<file path="src/rtl/arith_operand_loader_if.sv">
// ---------------------------------------------------------------------------
// arith_operand_loader_if
// Purpose : bundles the byte-serial operand stream and the tagged result
//           return channel of the arithmetic operand loader.
// Signals : in_valid/in_ready/in_data/in_first   operand byte stream
//           res_valid/res_ready/res_data/res_tag result stream
// Modports: slave  - the loader (consumes bytes, produces results)
//           master - the producer/consumer environment around the loader
// ---------------------------------------------------------------------------
interface arith_operand_loader_if #(
    parameter int WIDTH = 8,
    parameter int TAG_W = 4
);
    logic             in_valid;
    logic             in_ready;
    logic [WIDTH-1:0] in_data;
    logic             in_first;

    logic             res_valid;
    logic             res_ready;
    logic [WIDTH-1:0] res_data;
    logic [TAG_W-1:0] res_tag;

    modport slave (
        input  in_valid, in_data, in_first, res_ready,
        output in_ready, res_valid, res_data, res_tag
    );

    modport master (
        output in_valid, in_data, in_first, res_ready,
        input  in_ready, res_valid, res_data, res_tag
    );
endinterface

</file>
<file path="src/rtl/arith_operand_loader.sv">
// ---------------------------------------------------------------------------
// arith_operand_loader
// Purpose : assembles a byte-serial stream into an x1,x2,x3 operand triple,
//           drives it into a combinational arithmetic stage, captures the
//           stage result y after SETTLE cycles and returns it with a
//           wrapping sequence tag.
// Ports   : clk      - single clock, rising edge
//           rst      - asynchronous reset, active high
//           bus      - operand stream in / result stream out (slave modport)
//           x1,x2,x3 - registered operands to the arithmetic stage
//           y        - result from the arithmetic stage
//           drop_err - one-cycle pulse when a partial triple is discarded
//           busy     - high whenever the loader is not waiting for x1
// ---------------------------------------------------------------------------
module arith_operand_loader #(
    parameter int WIDTH  = 8,
    parameter int SETTLE = 1,
    parameter int TAG_W  = 4
) (
    input  logic                   clk,
    input  logic                   rst,
    arith_operand_loader_if.slave  bus,
    output logic [WIDTH-1:0]       x1,
    output logic [WIDTH-1:0]       x2,
    output logic [WIDTH-1:0]       x3,
    input  logic [WIDTH-1:0]       y,
    output logic                   drop_err,
    output logic                   busy
);

    localparam int CNT_W = (SETTLE < 1) ? 1 : $clog2(SETTLE + 1);
    localparam logic [CNT_W-1:0] SETTLE_C = CNT_W'(SETTLE);

    typedef enum logic [2:0] {
        LD_X1,
        LD_X2,
        LD_X3,
        WAIT,
        RESULT
    } state_t;

    state_t           state;
    logic [CNT_W-1:0] cnt;
    logic [TAG_W-1:0] tag_cnt;
    logic             res_valid_q;
    logic [WIDTH-1:0] res_data_q;
    logic [TAG_W-1:0] res_tag_q;
    logic             accept;

    // Ready is a pure state decode, so the upstream never sees a path from its
    // own valid back into ready.
    assign bus.in_ready = (state == LD_X1) || (state == LD_X2) || (state == LD_X3);
    assign accept       = bus.in_valid && bus.in_ready;
    assign busy         = (state != LD_X1);

    assign bus.res_valid = res_valid_q;
    assign bus.res_data  = res_data_q;
    assign bus.res_tag   = res_tag_q;

    // NOTE: every register here, including state, uses non-blocking assignment
    // so all updates take effect together at the edge, independent of order.
    always_ff @(posedge clk or posedge rst) begin
        if (rst) begin
            state       <= LD_X1;
            x1          <= '0;
            x2          <= '0;
            x3          <= '0;
            cnt         <= '0;
            tag_cnt     <= '0;
            res_valid_q <= 1'b0;
            res_data_q  <= '0;
            res_tag_q   <= '0;
            drop_err    <= 1'b0;
        end else begin
            // NOTE: drop_err defaults low every cycle and is only raised by a
            // resync below, which is what makes it a single-cycle pulse.
            drop_err <= 1'b0;
            case (state)
                LD_X1: begin
                    if (accept) begin
                        x1    <= bus.in_data;
                        state <= LD_X2;
                    end
                end
                LD_X2: begin
                    if (accept) begin
                        if (bus.in_first) begin
                            // Resync: this byte starts a new triple.
                            x1       <= bus.in_data;
                            drop_err <= 1'b1;
                        end else begin
                            x2    <= bus.in_data;
                            state <= LD_X3;
                        end
                    end
                end
                LD_X3: begin
                    if (accept) begin
                        if (bus.in_first) begin
                            x1       <= bus.in_data;
                            drop_err <= 1'b1;
                            state    <= LD_X2;
                        end else begin
                            x3    <= bus.in_data;
                            cnt   <= CNT_W'(1);
                            state <= WAIT;
                        end
                    end
                end
                WAIT: begin
                    // Give the combinational stage SETTLE full cycles with the
                    // complete triple applied before sampling y.
                    if (cnt == SETTLE_C) begin
                        res_data_q  <= y;
                        res_tag_q   <= tag_cnt;
                        res_valid_q <= 1'b1;
                        state       <= RESULT;
                    end else begin
                        cnt <= cnt + 1'b1;
                    end
                end
                RESULT: begin
                    if (bus.res_ready) begin
                        res_valid_q <= 1'b0;
                        tag_cnt     <= tag_cnt + 1'b1;
                        state       <= LD_X1;
                    end
                end
                default: state <= LD_X1;
            endcase
        end
    end

endmodule

</file>
<file path="src/flat_wrapper.sv">
// flat-port wrapper written by rule: the top's interface ports become plain ports
module arith_operand_loader_flat 
#(
    parameter int WIDTH  = 8,
    parameter int SETTLE = 1,
    parameter int TAG_W  = 4
)
  (clk, rst, x1, x2, x3, y, drop_err, busy, bus_in_valid, bus_in_data, bus_in_first, bus_res_ready, bus_in_ready, bus_res_valid, bus_res_data, bus_res_tag);
  arith_operand_loader_if #(.WIDTH(WIDTH), .TAG_W(TAG_W)) bus_i ();
  input  logic clk;
  input  logic rst;
  output logic [WIDTH-1:0] x1;
  output logic [WIDTH-1:0] x2;
  output logic [WIDTH-1:0] x3;
  input  logic [WIDTH-1:0] y;
  output logic drop_err;
  output logic busy;
  input wire logic [$bits(bus_i.in_valid)-1:0] bus_in_valid;
  input wire logic [$bits(bus_i.in_data)-1:0] bus_in_data;
  input wire logic [$bits(bus_i.in_first)-1:0] bus_in_first;
  input wire logic [$bits(bus_i.res_ready)-1:0] bus_res_ready;
  output wire logic [$bits(bus_i.in_ready)-1:0] bus_in_ready;
  output wire logic [$bits(bus_i.res_valid)-1:0] bus_res_valid;
  output wire logic [$bits(bus_i.res_data)-1:0] bus_res_data;
  output wire logic [$bits(bus_i.res_tag)-1:0] bus_res_tag;
  assign bus_i.in_valid = bus_in_valid;
  assign bus_i.in_data = bus_in_data;
  assign bus_i.in_first = bus_in_first;
  assign bus_i.res_ready = bus_res_ready;
  assign bus_in_ready = bus_i.in_ready;
  assign bus_res_valid = bus_i.res_valid;
  assign bus_res_data = bus_i.res_data;
  assign bus_res_tag = bus_i.res_tag;
  arith_operand_loader #(.WIDTH(WIDTH), .SETTLE(SETTLE), .TAG_W(TAG_W)) u_core (.clk(clk), .rst(rst), .bus(bus_i), .x1(x1), .x2(x2), .x3(x3), .y(y), .drop_err(drop_err), .busy(busy));
endmodule
</file>
<file path="config.mk">
export PLATFORM = sky130hd
export DESIGN_NAME = arith_operand_loader_flat
export DESIGN_NICKNAME = d
export VERILOG_FILES = /design/src/rtl/arith_operand_loader_if.sv /design/src/rtl/arith_operand_loader.sv /design/src/flat_wrapper.sv
export SDC_FILE = /design/constraint.sdc
export NUM_CORES = 1
export LEC_CHECK = 0
export CORE_MARGIN = 3
export CORE_UTILIZATION = 43
export DETAILED_ROUTE_END_ITERATION = 8
export DONT_BUFFER_PORTS = 1
export GPL_TIMING_DRIVEN = 0
export SKIP_LAST_GASP = 1
export SLEW_MARGIN = 10
export SYNTH_ARGS = -nofsm -noshare
export SYNTH_HDL_FRONTEND = slang
export SYNTH_SLANG_ARGS = --single-unit
</file>
<file path="constraint.sdc">
create_clock -name clk -period 3.8 [get_ports clk]
set_input_delay 0.95 -clock clk [delete_from_list [all_inputs] [get_ports clk]]
set_output_delay 0.95 -clock clk [all_outputs]
set_load 0.05 [all_outputs]
</file>
# == After elaboration in Yosys (flattened, before gate mapping) ==
# Cells that the tools add are included.
# totals
register_bits,46
in_bits,21
wordCells,65
out_inout_bits,40
# classes
addsub,2
mux,22
n_reduce_logical,17
n_bitwise,1
eq_ne,13
# op_table
operator,count
$mux 8,3
$mux 3,6
$pmux 8 s2,1
$pmux 3 s5,1
$ne 2x1->1 const B,6
$reduce_and 3->1,4
$mux 1,8
$eq 3x2->1 const B,2
$ne 2x2->1 const B,3
$reduce_and 6->1,1
$reduce_bool 2->1,3
$add 4x1->4 const B,1
$pmux 1 s2,2
$reduce_and 2->1,2
$reduce_and 4->1,1
$eq 3x1->1 const B,1
$eq 3x3->1 const B,1
$logic_not 3->1,1
$reduce_bool 3->1,1
$logic_or 1x1->1,2
$mux 2,1
$reduce_or 2->1,1
$add 1x1->1 const B,1
$logic_and 1x1->1,1
$not 1->1,1

# == Longest topological paths before layout ==
# logic_depth
depth_word,6
ltp_mapped,5
mapped_depth_nobuf,3

# == Least setup slack after synthesis ==
# No wires, ideal clock.
# synth_timing
kind,reg2out
startpoint,reg u_core.state[1]
endpoint,out bus_in_ready
required_ps,2850
path_buffers,2
arrival_time_ps,1452
stages_incl_launch_ff,4
path_slack_ps,1398
cell_sequence,dfrtp_1 > buf_6 > clkbuf_1 > a21oi_1
# synth_via
elab_chain_len,3
elab_cells_between_ends,5
cone_classes,2 x eq/ne; 3 x reduce/logical
# synth_rtl
item,line,source
start: declaration,arith_operand_loader.sv:42,state_t state;
start signal: assignment,arith_operand_loader.sv:64,state <= LD_X1;
start signal: assignment,arith_operand_loader.sv:82,state <= LD_X2;
start signal: assignment,arith_operand_loader.sv:93,state <= LD_X3;
$eq 3x1->1 or $logic_not 3->1 (tied branches),arith_operand_loader.sv:52,assign bus.in_ready = (state == LD_X1) || (state == LD_X2) || (state == LD_X3);
$logic_or 1x1->1,arith_operand_loader.sv:52,
$logic_or 1x1->1 (*),arith_operand_loader.sv:52,
end: declaration,flat_wrapper.sv:22,output wire logic [$bits(bus_i.in_ready)-1:0] bus_in_ready;
# Mark *: on every way between the ends. The rest lies on a longest branch, timed or not.

# == Worst setup path after layout ==
# Ends and elaborated chain as after synthesis.

==> results.md <==
- CP startpoint kind: register
- TritonCTS clock tree: yes
- Non-filler cells, final: 242
- Critical setup path kind: register to output pin
- Sequential cell area fraction in the yosys report: 53.7%
- Most used DFF post-synth: sky130_fd_sc_hd__dfrtp_1
- Via count of the first global-routing pass: 1,326
- Clock Sink Count: 46
- Total via count after detailed routing: 1,324
- Total Wirelength: 4230 µm
- Pin count of the biggest net entering global routing: 30
- Post-CTS repair timing setup buffer count: 0
- Max Clk Rate: 351 MHz
- Die Y: 76.6 µm
- Die outline width: 76.6 µm
- Setup TNS: 0 ps
- # rows: 25
- DRC violation total after the first TritonRoute iteration: 70
- Detail Route Antenna Nets: 0
- Number of antenna diodes: 0
- Hold Violations, Final: 0
- Clock tree root buffer cell: sky130_fd_sc_hd__clkbuf_8
- Clock transition at the register clock pins on the worst setup and hold paths after CTS: 80 ps
- Worst path max stage delay: 880 ps
- Count of maximum capacitance violations: 0
- Ordered list of cells on the worst path: buf_6, clkbuf_1, a21oi_1
- Tmin final: 2850 ps
- Number of slew-limit violations in the final report: 0
- Worst max-slew margin expressed relative to the limit: 28.5%
- Antenna violations before repair: 0
- Wire length of the first global-routing pass: 7120 µm
- Kind of cell adding the most delay to the critical path: compound AO/OA/AOI/OAI gates
- Deepest level of the CTS H-tree: 2
- Synth area leaders: sky130_fd_sc_hd__dfrtp_1, sky130_fd_sc_hd__mux2_2, sky130_fd_sc_hd__mux2_4
- Multi-input combinational cell area: 910 µm²
- Post-Syn Area per Cell: 12.9 µm²
- Effective utilization at floorplan: 44.8%
- Max Fanout on Critical Path: 10
- Setup violation total in the final timing report: 0
- Area of the mapped netlist: 2140 µm²
- Area enclosed by the die boundary: 5870 µm²
- Post-synth top area cell: sky130_fd_sc_hd__dfrtp_1
- Final HPWL DP: 3180 µm
- Launch instance of the worst min-delay path: u_core.tag_cnt[3]
- RSZ-0062 raised after global routing: false
- Syn_nets: 188
- Area share of the largest cell type after synthesis: 53.7%
- DRC violations left: 0
- Yosys cell types: 36
- Total of fill cells in the finished design: 414
- Post-route worst setup slack: 949 ps
- Count of hold-fix buffers inserted at cts: 0
- Per-cell routed wire length: 17.5 µm
- Dpl ws: 1270 ps
- Critical Path AT: 1900 ps
- Endpoint required time on the critical path: 2850 ps
- Clk Latency, worst-skew pair: 290 ps
- Start of the worst register-to-register path: u_core.state[2]
- Signed area change from the synthesized netlist to the final layout: 9.10%
- Number of vias per cell: 5.47
- Remaining global-route overflow: 0
- Count of flip-flops with a built-in enable after synthesis: 0
- Maximum count of clock buffers along a single path: 2
- Status: completed
- Post-route core utilization: 48.9%
- CP endpoint kind: output pin
- Ratio of final minimum period to clock period: 75.0%
- Core footprint: 4790 µm²
- Post-synthesis cell count: 166
- Sequential cell area: 1150 µm²
- Number of gates resized after CTS: 0
- Final Wtd Congestion: 0.716
- CP bufs+invs: 2
- Drt pass-1 iters: 4
- Io pins: 61
- Share of cells above drive strength 1: 28.0%
- Overall global routing resource usage: 15.4%
- Slew at the pin closest to its max-slew limit: 1080 ps
- Warning count from the yosys run: 0
- Number of nets in the finished design: 196
- Critical path launch point: u_core.state[1]
- Flip-flop and latch count after synthesis: 46
- Number of CTS-inserted buffers: 5
- Cell with the biggest individual delay on the critical path: sky130_fd_sc_hd__a21oi_1
- Number of buffers inserted by port buffering: 0
- Hold Path Class: register to register
- Total placed cells including tap cells: 234
- Final clock skew: 6.89 ps
- Share of async-settable or async-resettable flops after synthesis: 100%
## final timing paths
kind | cells after the start | slack [ps] | end
max reg2reg | 4 | 2310 | u_core.x3[4]
min reg2reg | 1 | 480 | u_core.tag_cnt[3]
min in group asynchronous | 1 | 510 | u_core.x3[5]
min | 1 | 480 | u_core.tag_cnt[3]
max in group asynchronous | 2 | 2810 | u_core.x1[0]
max | 3 | 950 | bus_in_ready
## layout by cell type (no fill, tap or decap), types with 2 or more instances in the layout
cell                        n
sky130_fd_sc_hd__nor2b_1    3
sky130_fd_sc_hd__a32oi_1    8
sky130_fd_sc_hd__nand2_1   10
sky130_fd_sc_hd__buf_1      2
sky130_fd_sc_hd__and3b_1    9
sky130_fd_sc_hd__o21ai_0    4
sky130_fd_sc_hd__nand2b_1   3
sky130_fd_sc_hd__o211ai_1   8
sky130_fd_sc_hd__clkbuf_8   6
sky130_fd_sc_hd__mux2_4    10
sky130_fd_sc_hd__nor2_1     2
sky130_fd_sc_hd__nand3_1    8
sky130_fd_sc_hd__buf_6      3
sky130_fd_sc_hd__a21oi_1    3
sky130_fd_sc_hd__mux2_2    19
sky130_fd_sc_hd__clkbuf_1   6
sky130_fd_sc_hd__xnor2_1    3
sky130_fd_sc_hd__dfrtp_1   46
## Yosys cell counts, drive strengths merged (2+ instances only)
master and count:
o211ai 8, o21ai 4, nor2 2, nand2b 3, a21oi 3, clkbuf 5
a32oi 8, dfrtp 46, nor3b 2, nand2 11, and3b 9, nor2b 4
mux2 29, buf 7, nand3 9, inv 2, xnor2 3
## area by class of cell
class | count | area share [%]
flip-flops and latches | 46 | 49.2
clock inverters | 1 | 0.214
plain buffers | 12 | 3.10
clock buffers | 7 | 3.69
repair buffers | 1 | 0.856
inverters | 3 | 0.481
well taps | 67 | 3.58
multi-input cells | 105 | 38.9
## per-stage QoR
| stage | hold slack [ps] | cell area [µm²] |
|---|---|---|
| 6_report | 475 | 2340 |
| 5_1_grt | 499 | 2340 |
| 4_1_cts | 475 | 2340 |
| 3_5_place_dp | 462 | 2250 |
| 3_3_place_gp | 466 | 2230 |
| 2_1_floorplan | 442 | 2140 |
## cells by family after synthesis
kind of cell	after synthesis	share of synthesized area (%)
simple gates	46	14.7
flops	46	53.7
mux	29	17.0
compound gates	25	8.52
buf+inv	15	3.91
xor+xnor	4	1.63
fa+ha+maj	1	0.583
## routing by layer
layer  part of all wire [%]  track usage, %  up-vias  routed length, µm
met5                      0               0        -                  0
met4                   0.99            4.89        0                 42
met3                    8.2            5.91        5                348
met2                     46            22.0       42               1960
met1                     44            21.4      660               1880
li1                       -               -      617                  -
## state kept, by name, indices dropped and copies added (netlist names)
signal,count
u_core.drop_err,1
u_core.bus.res_tag,4
u_core.bus.res_valid,1
u_core.tag_cnt,4
u_core.cnt,1
u_core.x3,8
u_core.bus.res_data,8
u_core.x1,8
u_core.x2,8
u_core.state,3
Power is left out: the tool's default activity adds up to more than one toggle a clock period on the data nets, which glitch-free logic cannot reach.
